`src/rtl/regfile_scoreboard_pkg.sv`:
```
// Shared register-file constants and the register index type used by the ID/EXE/MEM/WB stage registers.
package rf_pkg;
    localparam int RF_NUM_REGS     = 16;
    localparam int RF_DATA_W       = 32;
    localparam int RF_NUM_RD       = 2;
    localparam int RF_MAX_INFLIGHT = 3;
    localparam int RF_AW           = $clog2(RF_NUM_REGS);
    localparam int RF_CW           = $clog2(RF_MAX_INFLIGHT + 1);

    typedef logic [RF_AW-1:0] reg_idx_t;
endpackage

```
`src/rtl/regfile_scoreboard_sb_counter.sv`:
```
// Per-register pending-write counter: saturating up/down count with clear, plus an underflow flag.
module sb_counter
    import rf_pkg::*;
#(
    parameter int MAX = RF_MAX_INFLIGHT,
    localparam int CW = $clog2(MAX + 1)
) (
    input  logic clk,
    input  logic rst,
    input  logic inc,
    input  logic dec,
    input  logic clr,
    output logic full,
    output logic zero,
    output logic one,
    output logic err
);
    logic [CW-1:0] cnt_reg;
    logic [CW-1:0] cnt_next;
    logic          inc_ok;
    logic          dec_ok;

    assign zero   = (cnt_reg == '0);
    assign one    = (cnt_reg == CW'(1));
    assign full   = (cnt_reg == CW'(MAX));
    assign inc_ok = inc & ~full;
    assign dec_ok = dec & ~zero;
    // A write-back with nothing outstanding is a protocol error, unless a flush is discarding marks anyway.
    assign err    = dec & zero & ~clr;

    always_comb begin
        cnt_next = cnt_reg;
        if (clr)
            cnt_next = '0;
        else if (inc_ok && !dec_ok)
            cnt_next = cnt_reg + 1'b1;
        else if (dec_ok && !inc_ok)
            cnt_next = cnt_reg - 1'b1;
    end

    always_ff @(posedge clk or negedge rst) begin
        if (!rst)
            cnt_reg <= '0;
        else
            cnt_reg <= cnt_next;
    end
endmodule

```
`src/rtl/regfile_scoreboard.sv`:
```
// Multi-port register file with per-register pending-write scoreboard and hazard detection.
// Define RF_WB_BYPASS_EN to forward same-cycle write-back data to the read ports and release the stall early.
module regfile_scoreboard
    import rf_pkg::*;
#(
    parameter int NUM_REGS     = RF_NUM_REGS,
    parameter int DATA_W       = RF_DATA_W,
    parameter int NUM_RD       = RF_NUM_RD,
    parameter int MAX_INFLIGHT = RF_MAX_INFLIGHT,
    localparam int AW = $clog2(NUM_REGS)
) (
    input  logic                     clk,
    input  logic                     rst,
    input  logic [NUM_RD*AW-1:0]     rd_addr,
    input  logic [NUM_RD-1:0]        rd_used,
    output logic [NUM_RD*DATA_W-1:0] rd_data,
    output logic                     hazard,
    input  logic                     issue_en,
    input  logic [AW-1:0]            issue_dest,
    output logic                     issue_full,
    input  logic                     wb_en,
    input  logic [AW-1:0]            wb_dest,
    input  logic [DATA_W-1:0]        wb_data,
    input  logic                     flush,
    output logic                     sb_err
);
    logic [DATA_W-1:0]   regs_reg [NUM_REGS];
    logic [NUM_REGS-1:0] full;
    logic [NUM_REGS-1:0] zero;
    logic [NUM_REGS-1:0] one;
    logic [NUM_REGS-1:0] err;
    logic [NUM_RD-1:0]   busy;
    logic                sb_err_reg;

    always_ff @(posedge clk or negedge rst) begin
        if (!rst) begin
            for (int r = 0; r < NUM_REGS; r++)
                regs_reg[r] <= '0;
        end else if (wb_en) begin
            regs_reg[wb_dest] <= wb_data;
        end
    end

    generate
        for (genvar gi = 0; gi < NUM_REGS; gi++) begin : g_cnt
            sb_counter #(.MAX(MAX_INFLIGHT)) u_cnt (
                .clk  (clk),
                .rst  (rst),
                .inc  (issue_en && (issue_dest == AW'(gi))),
                .dec  (wb_en && (wb_dest == AW'(gi))),
                .clr  (flush),
                .full (full[gi]),
                .zero (zero[gi]),
                .one  (one[gi]),
                .err  (err[gi])
            );
        end
    endgenerate

    generate
        for (genvar gi = 0; gi < NUM_RD; gi++) begin : g_rd
            logic [AW-1:0] ra;
            logic          byp;
            assign ra = rd_addr[gi*AW +: AW];
`ifdef RF_WB_BYPASS_EN
            assign byp = wb_en && (wb_dest == ra);
`else
            assign byp = 1'b0;
`endif
            assign rd_data[gi*DATA_W +: DATA_W] = byp ? wb_data : regs_reg[ra];
            // The last outstanding write landing this cycle is already visible through the bypass.
            assign busy[gi] = rd_used[gi] & ~zero[ra] & ~(one[ra] & byp);
        end
    endgenerate

    always_ff @(posedge clk or negedge rst) begin
        if (!rst)
            sb_err_reg <= 1'b0;
        else if (|err)
            sb_err_reg <= 1'b1;
    end

    assign hazard     = |busy;
    assign issue_full = full[issue_dest];
    assign sb_err     = sb_err_reg;
endmodule
```
`config.mk`:
```
export PLATFORM = sky130hd
export DESIGN_NAME = regfile_scoreboard
export DESIGN_NICKNAME = d
export VERILOG_FILES = /design/src/rtl/regfile_scoreboard_pkg.sv /design/src/rtl/regfile_scoreboard_sb_counter.sv /design/src/rtl/regfile_scoreboard.sv
export SDC_FILE = /design/constraint.sdc
export NUM_CORES = 1
export LEC_CHECK = 0
export BUFFER_PORTS_ARGS = -buffer_cell sky130_fd_sc_hd__buf_2
export CAP_MARGIN = 40
export CORE_MARGIN = 4
export CORE_UTILIZATION = 63
export CTS_CLUSTER_DIAMETER = 40
export DETAILED_ROUTE_END_ITERATION = 6
export GPL_TIMING_DRIVEN = 0
export HOLD_SLACK_MARGIN = 0.08
export PLACE_DENSITY = 0.91
export SKIP_LAST_GASP = 1
export SLEW_MARGIN = 20
export SYNTH_ARGS = -nofsm -noshare
export SYNTH_HDL_FRONTEND = slang
export SYNTH_SLANG_ARGS = --single-unit
export TNS_END_PERCENT = 5
```
`constraint.sdc`:
```
create_clock -name clk -period 4.9 [get_ports clk]
set_clock_uncertainty 0.1 [all_clocks]
set_input_delay 0.98 -clock clk [delete_from_list [all_inputs] [get_ports clk]]
set_output_delay 0.98 -clock clk [all_outputs]
set_load 0.005 [all_outputs]
```
After elaboration in Yosys (flattened, before gate mapping)

Index checks and enable logic that the tools add are counted.
Widths: inputs -> output; s select.

Output and inout bits: 67
Bits in registers: 545
Logic and storage cells: 418
Input bits: 55

Multiplexer cells: 63
Add/sub/neg operators: 32
Bitwise gates (word level): 104
Reduce and logical (&&, ||, !) cells: 133
$lt $le $gt $ge: 7
Eq/ne operators: 46

Operators by type and width:

| kind                | number |
|---|---|
| $bwmux 512          | 1 |
| $bmux 32 s4         | 2 |
| $mux 32             | 5 |
| $demux 32 s4        | 1 |
| $mux 2              | 48 |
| $and 1x1->1         | 66 |
| $logic_and 1x1->1   | 65 |
| $eq 4x4->1 const B  | 16 |
| $reduce_bool 3->1   | 16 |
| $not 1->1           | 35 |
| $add 2x1->2 const B | 16 |
| $eq 2x2->1 const B  | 16 |
| $eq 4x3->1 const B  | 8 |
| $logic_not 1->1     | 32 |
| $logic_not 2->1     | 16 |
| $sub 2x1->2 const B | 16 |
| $eq 4x2->1 const B  | 4 |
| $reduce_or 16->1    | 1 |
| $ge 5x5->1 const B  | 3 |
| $lt 4x5->1 const B  | 3 |
| $not 4->5           | 3 |
| $bmux 1 s4          | 3 |
| $eq 4x1->1 const B  | 2 |
| $logic_not 4->1     | 2 |
| 3 further kinds     | 5 |

Depth between registers and ports, before layout

Word-level depth: 8
Depth in mapped cells: 8
Gate-level depth less buffers: 5

Hierarchy

A second synthesis with hierarchy kept.

Cell total of the unflattened synthesis: 1,867
Area total of the unflattened synthesis: 30,021.3 µm²

By module, submodules not included:

| module             | times used | area each (µm²) | cells an instance | sequential area each (µm²) |
|---|---|---|---|---|
| regfile_scoreboard | 1          | 27,318.7        | 1,595             | 12,837.3 |
| sb_counter         | 16         | 168.9           | 17                | 50.0 |

Worst setup path before layout

OpenSTA, ideal clock, no wires.

Path kind: input to output
Start point: input port rd_addr[1]
End point: output port rd_data[14]
Slack: 1.348 ns
Arrival time: 2.472 ns
Cell stages on the path: 5
Data required time: 3.820 ns
Buffers on the path: 3
Path through: clkbuf_1 -> buf_2 -> clkbuf_1 -> mux4_2 -> mux4_2

Cells in the longest elaborated chain, start to end: 4

Ends and longest elaborated chain:

| item                                       | RTL line                 | text |
|---|---|---|
| start, declared                            | regfile_scoreboard.sv:14 | `input logic [NUM_RD*AW-1:0] rd_addr,` |
| $not 4->5 (not written as such)            | regfile_scoreboard.sv:70 | `assign rd_data[gi*DATA_W +: DATA_W] = byp ? wb_data : regs_reg[ra];` |
| $bmux 32 s4                                | regfile_scoreboard.sv:70 |  |
| $mux 32 (not written as such) (2 in a row) | regfile_scoreboard.sv:70 |  |
| end, declared                              | regfile_scoreboard.sv:16 | `output logic [NUM_RD*DATA_W-1:0] rd_data,` |

No other way between the ends. The select of a mux whose other input is x is not followed.

Final worst setup path

Start point: input port rd_addr[1]
End point: output port rd_data[30]

The elaborated chain is that of the path after synthesis.

==> flow_metrics.env <==
export IMPL_cp_required_ns=3.82
export IMPL_setup_viol=0
export IMPL_htreeDepth=3
export IMPL_dr_pass1_iters=7
export IMPL_root_buffer="clkbuf_16"
export IMPL_start_util_pct=64.2
export IMPL_yosys_area_top_type="dfrtp_1"
export IMPL_p_per_area_mw_per_mm2=459
export IMPL_grt_pass1_wl_um=139000
export IMPL_hpwl_um=59700
export IMPL_worst_setup_path_type="input pin to output port"
export IMPL_route_detailed_drc=4
export IMPL_netSwitchingFraction_pct=29.7
export IMPL_cts_buffers=77
export IMPL_ios=122
export IMPL_ant_nets=0
export IMPL_synth_flop_cell="dfrtp_1"
export IMPL_tightestPinTransition_ns=0.988
export IMPL_drv_slew=0
export IMPL_power_leakage_uw=0.0143
export IMPL_die_w_um=224
export IMPL_fmax_mhz=218
export IMPL_place_gp_congestion=0.921
export IMPL_post_dp_cell_area_mm2=0.0309
export IMPL_insertion_delay_ns=0.65
export IMPL_timing_final_crit_share_pct=93.7
export IMPL_yosysWarningCount=0
export IMPL_clk_pin_slew_ns=0.06
export IMPL_grt_overflow_total=0
export IMPL_ys_top_cells_by_count="dfrtp_1, mux2_2, mux4_2"
export IMPL_max_slew_margin_pct=33.9
export IMPL_core_mm2=0.0457
export IMPL_final_setup_tns_ns=0
export IMPL_first_global_vias=22600
export IMPL_hold_viol_final=0
export IMPL_area_growth_pct=14.8
export IMPL_synth_area_top_cells="dfrtp_1, mux4_2, mux2_2"
export IMPL_synth_fp_nets=2056
export IMPL_ys_ff_latch=545
export IMPL_worstPathMaxFanout=10
export IMPL_viasPerCell=7.64
export IMPL_cts_tree="built"
export IMPL_post_cts_resized=0
export IMPL_avgSynthCellArea_um2=14.6
export IMPL_post_cts_buffers=0
export IMPL_status="finished, violations left"
export IMPL_antenna_found_initial=5
export IMPL_syn_inst=2001
export IMPL_fill_cells=2467
export IMPL_grt_max_degree=108
export IMPL_startpoint_type="input pin"
export IMPL_drtIter0Drc=3424
export IMPL_seq_power_share_pct=41.3
export IMPL_combPwrFrac_pct=21.7
export IMPL_finalWirelength_um=95900
export IMPL_hold_class="input pin to asynchronous set/reset pin"
export IMPL_wl_per_cell_um=33.2
export IMPL_yosysTopAreaCellShare_pct=46.5
export IMPL_cts_hold_buffers=0
export IMPL_crit_arrival_ns=3.51
export IMPL_switchingPower_uw=4590
export IMPL_layout_min_cycle_time_ns=4.59
export IMPL_via_count=22000
export IMPL_irDropWorstVdd_mv=0.328
export IMPL_syn_area_mm2=0.0293
export IMPL_cp_end_kind="output port"
export IMPL_row_count=78
export IMPL_fin_area_mm2=0.0336
export IMPL_dieHeight_um=224
export IMPL_largest_reg_flops=512
export IMPL_clk_path_buf_depth=3
export IMPL_drive_gt1_share_pct=50.0
export IMPL_violations="design-rule violations"
export IMPL_numPortBuffers=113
export IMPL_synth_edf_count=0
export IMPL_dieArea_mm2=0.0500
export IMPL_track_usage_pct=37.1
export IMPL_cap_violations=0
export IMPL_p_clk_share_pct=37.0
export IMPL_internal_power_uw=10800
export IMPL_rsz0062_at_grt="false"
export IMPL_seq_area_frac_synth_pct=46.5
export IMPL_synth_most_common_cell="dfrtp_1"
export IMPL_clock_sinks=545
export IMPL_nets=2274
export IMPL_synth_async_reset_ratio_pct=100
export IMPL_synth_cell_types=48
==> per-stage QoR <==
stage	utilization (%)	setup slack, ns	hold WS (ns)	power, µW	cells
after floorplan	-	1.35	0.358	8330	2001
after global placement	67.1	-7.79	0.370	9130	2714
after detailed placement	67.7	0.362	0.386	9500	2733
after CTS	73.5	0.361	0.212	15200	2876
after global routing	73.7	0.288	0.222	15800	2886
final	73.7	0.308	0.181	15400	2886
==> cell usage in the layout (no fill, tap or decap), types with 4 or more instances in the layout <==
master	instances
nand3_1	5
bufinv_16	5
a211oi_1	21
dfrtp_1	545
inv_6	12
buf_16	5
a2111oi_0	6
a21o_1	7
a21oi_1	48
mux4_2	327
nor2_1	41
nand2_1	223
inv_8	5
clkinvlp_4	10
inv_1	6
clkinv_2	11
o21ai_0	25
clkbuf_16	77
clkbuf_8	8
o21a_1	4
nand2b_1	7
buf_4	5
nor2_2	4
nor3_1	42
buf_2	181
nor2b_1	8
mux2_2	448
buf_1	15
and2_1	5
clkbuf_1	102
clkinv_8	4
buf_6	28
==> routing by layer <==
layer | GRT usage (%) | wire (µm)
met5 | 0 | 25
met4 | 22.1 | 7540
met3 | 13.4 | 13200
met2 | 56.1 | 43900
met1 | 46.8 | 31200
==> final timing paths <==
check	from	endpoint	slack, ns	cells past startpoint
setup / recovery	rd_addr[1]	rd_data[30]	0.31	6
hold / removal	rst	regs_reg[359]	0.18	1
setup reg to reg	g_cnt[3].u_cnt.cnt_reg[1]	sb_err	3.20	6
hold reg to reg	regs_reg[389]	regs_reg[389]	0.41	2
max in group asynchronous	rst	regs_reg[250]	2.70	4
min in group clk	regs_reg[389]	regs_reg[389]	0.41	2
==> layout make-up <==
| cell class | instances | area [µm²] | area share (%) |
|---|---|---|---|
| timing repair buffer | 139 | 946 | 2.81 |
| tap | 600 | 751 | 2.23 |
| clock buffer | 92 | 2060 | 6.13 |
| multi-input combinational | 1257 | 14800 | 43.9 |
| inverter | 6 | 22.5 | 0.0669 |
| buffer | 193 | 898 | 2.67 |
| antenna | 3 | 7.51 | 0.0223 |
| clock inverter | 51 | 563 | 1.67 |
| sequential | 545 | 13600 | 40.5 |
==> worst max-delay path: stages <==
cell,delay [ns]
clkbuf_1,0.34
buf_2,0.37
buf_1,0.69
mux4_2,0.44
mux4_2,0.54
buf_2,0.15
==> power groups by stage <==
stage	combinational, µW	sequential (µW)	clock, µW
CTS	3280	6250	5660
detailed placement	3220	6280	0
floorplan	2330	6000	0
finish	3350	6370	5700
global placement	3030	6110	0
global route	3510	6420	5890
==> cell families (layout without fill, tap and decap cells) <==
logic type	Yosys count	after routing	synth area share (%)
other cells	0	3	0
flops	545	545	46.5
simple gates	353	353	5.20
mux	776	776	42.4
compound gates	128	128	2.75
buf+inv	199	481	3.14
(Power assumes the default switching activity.)
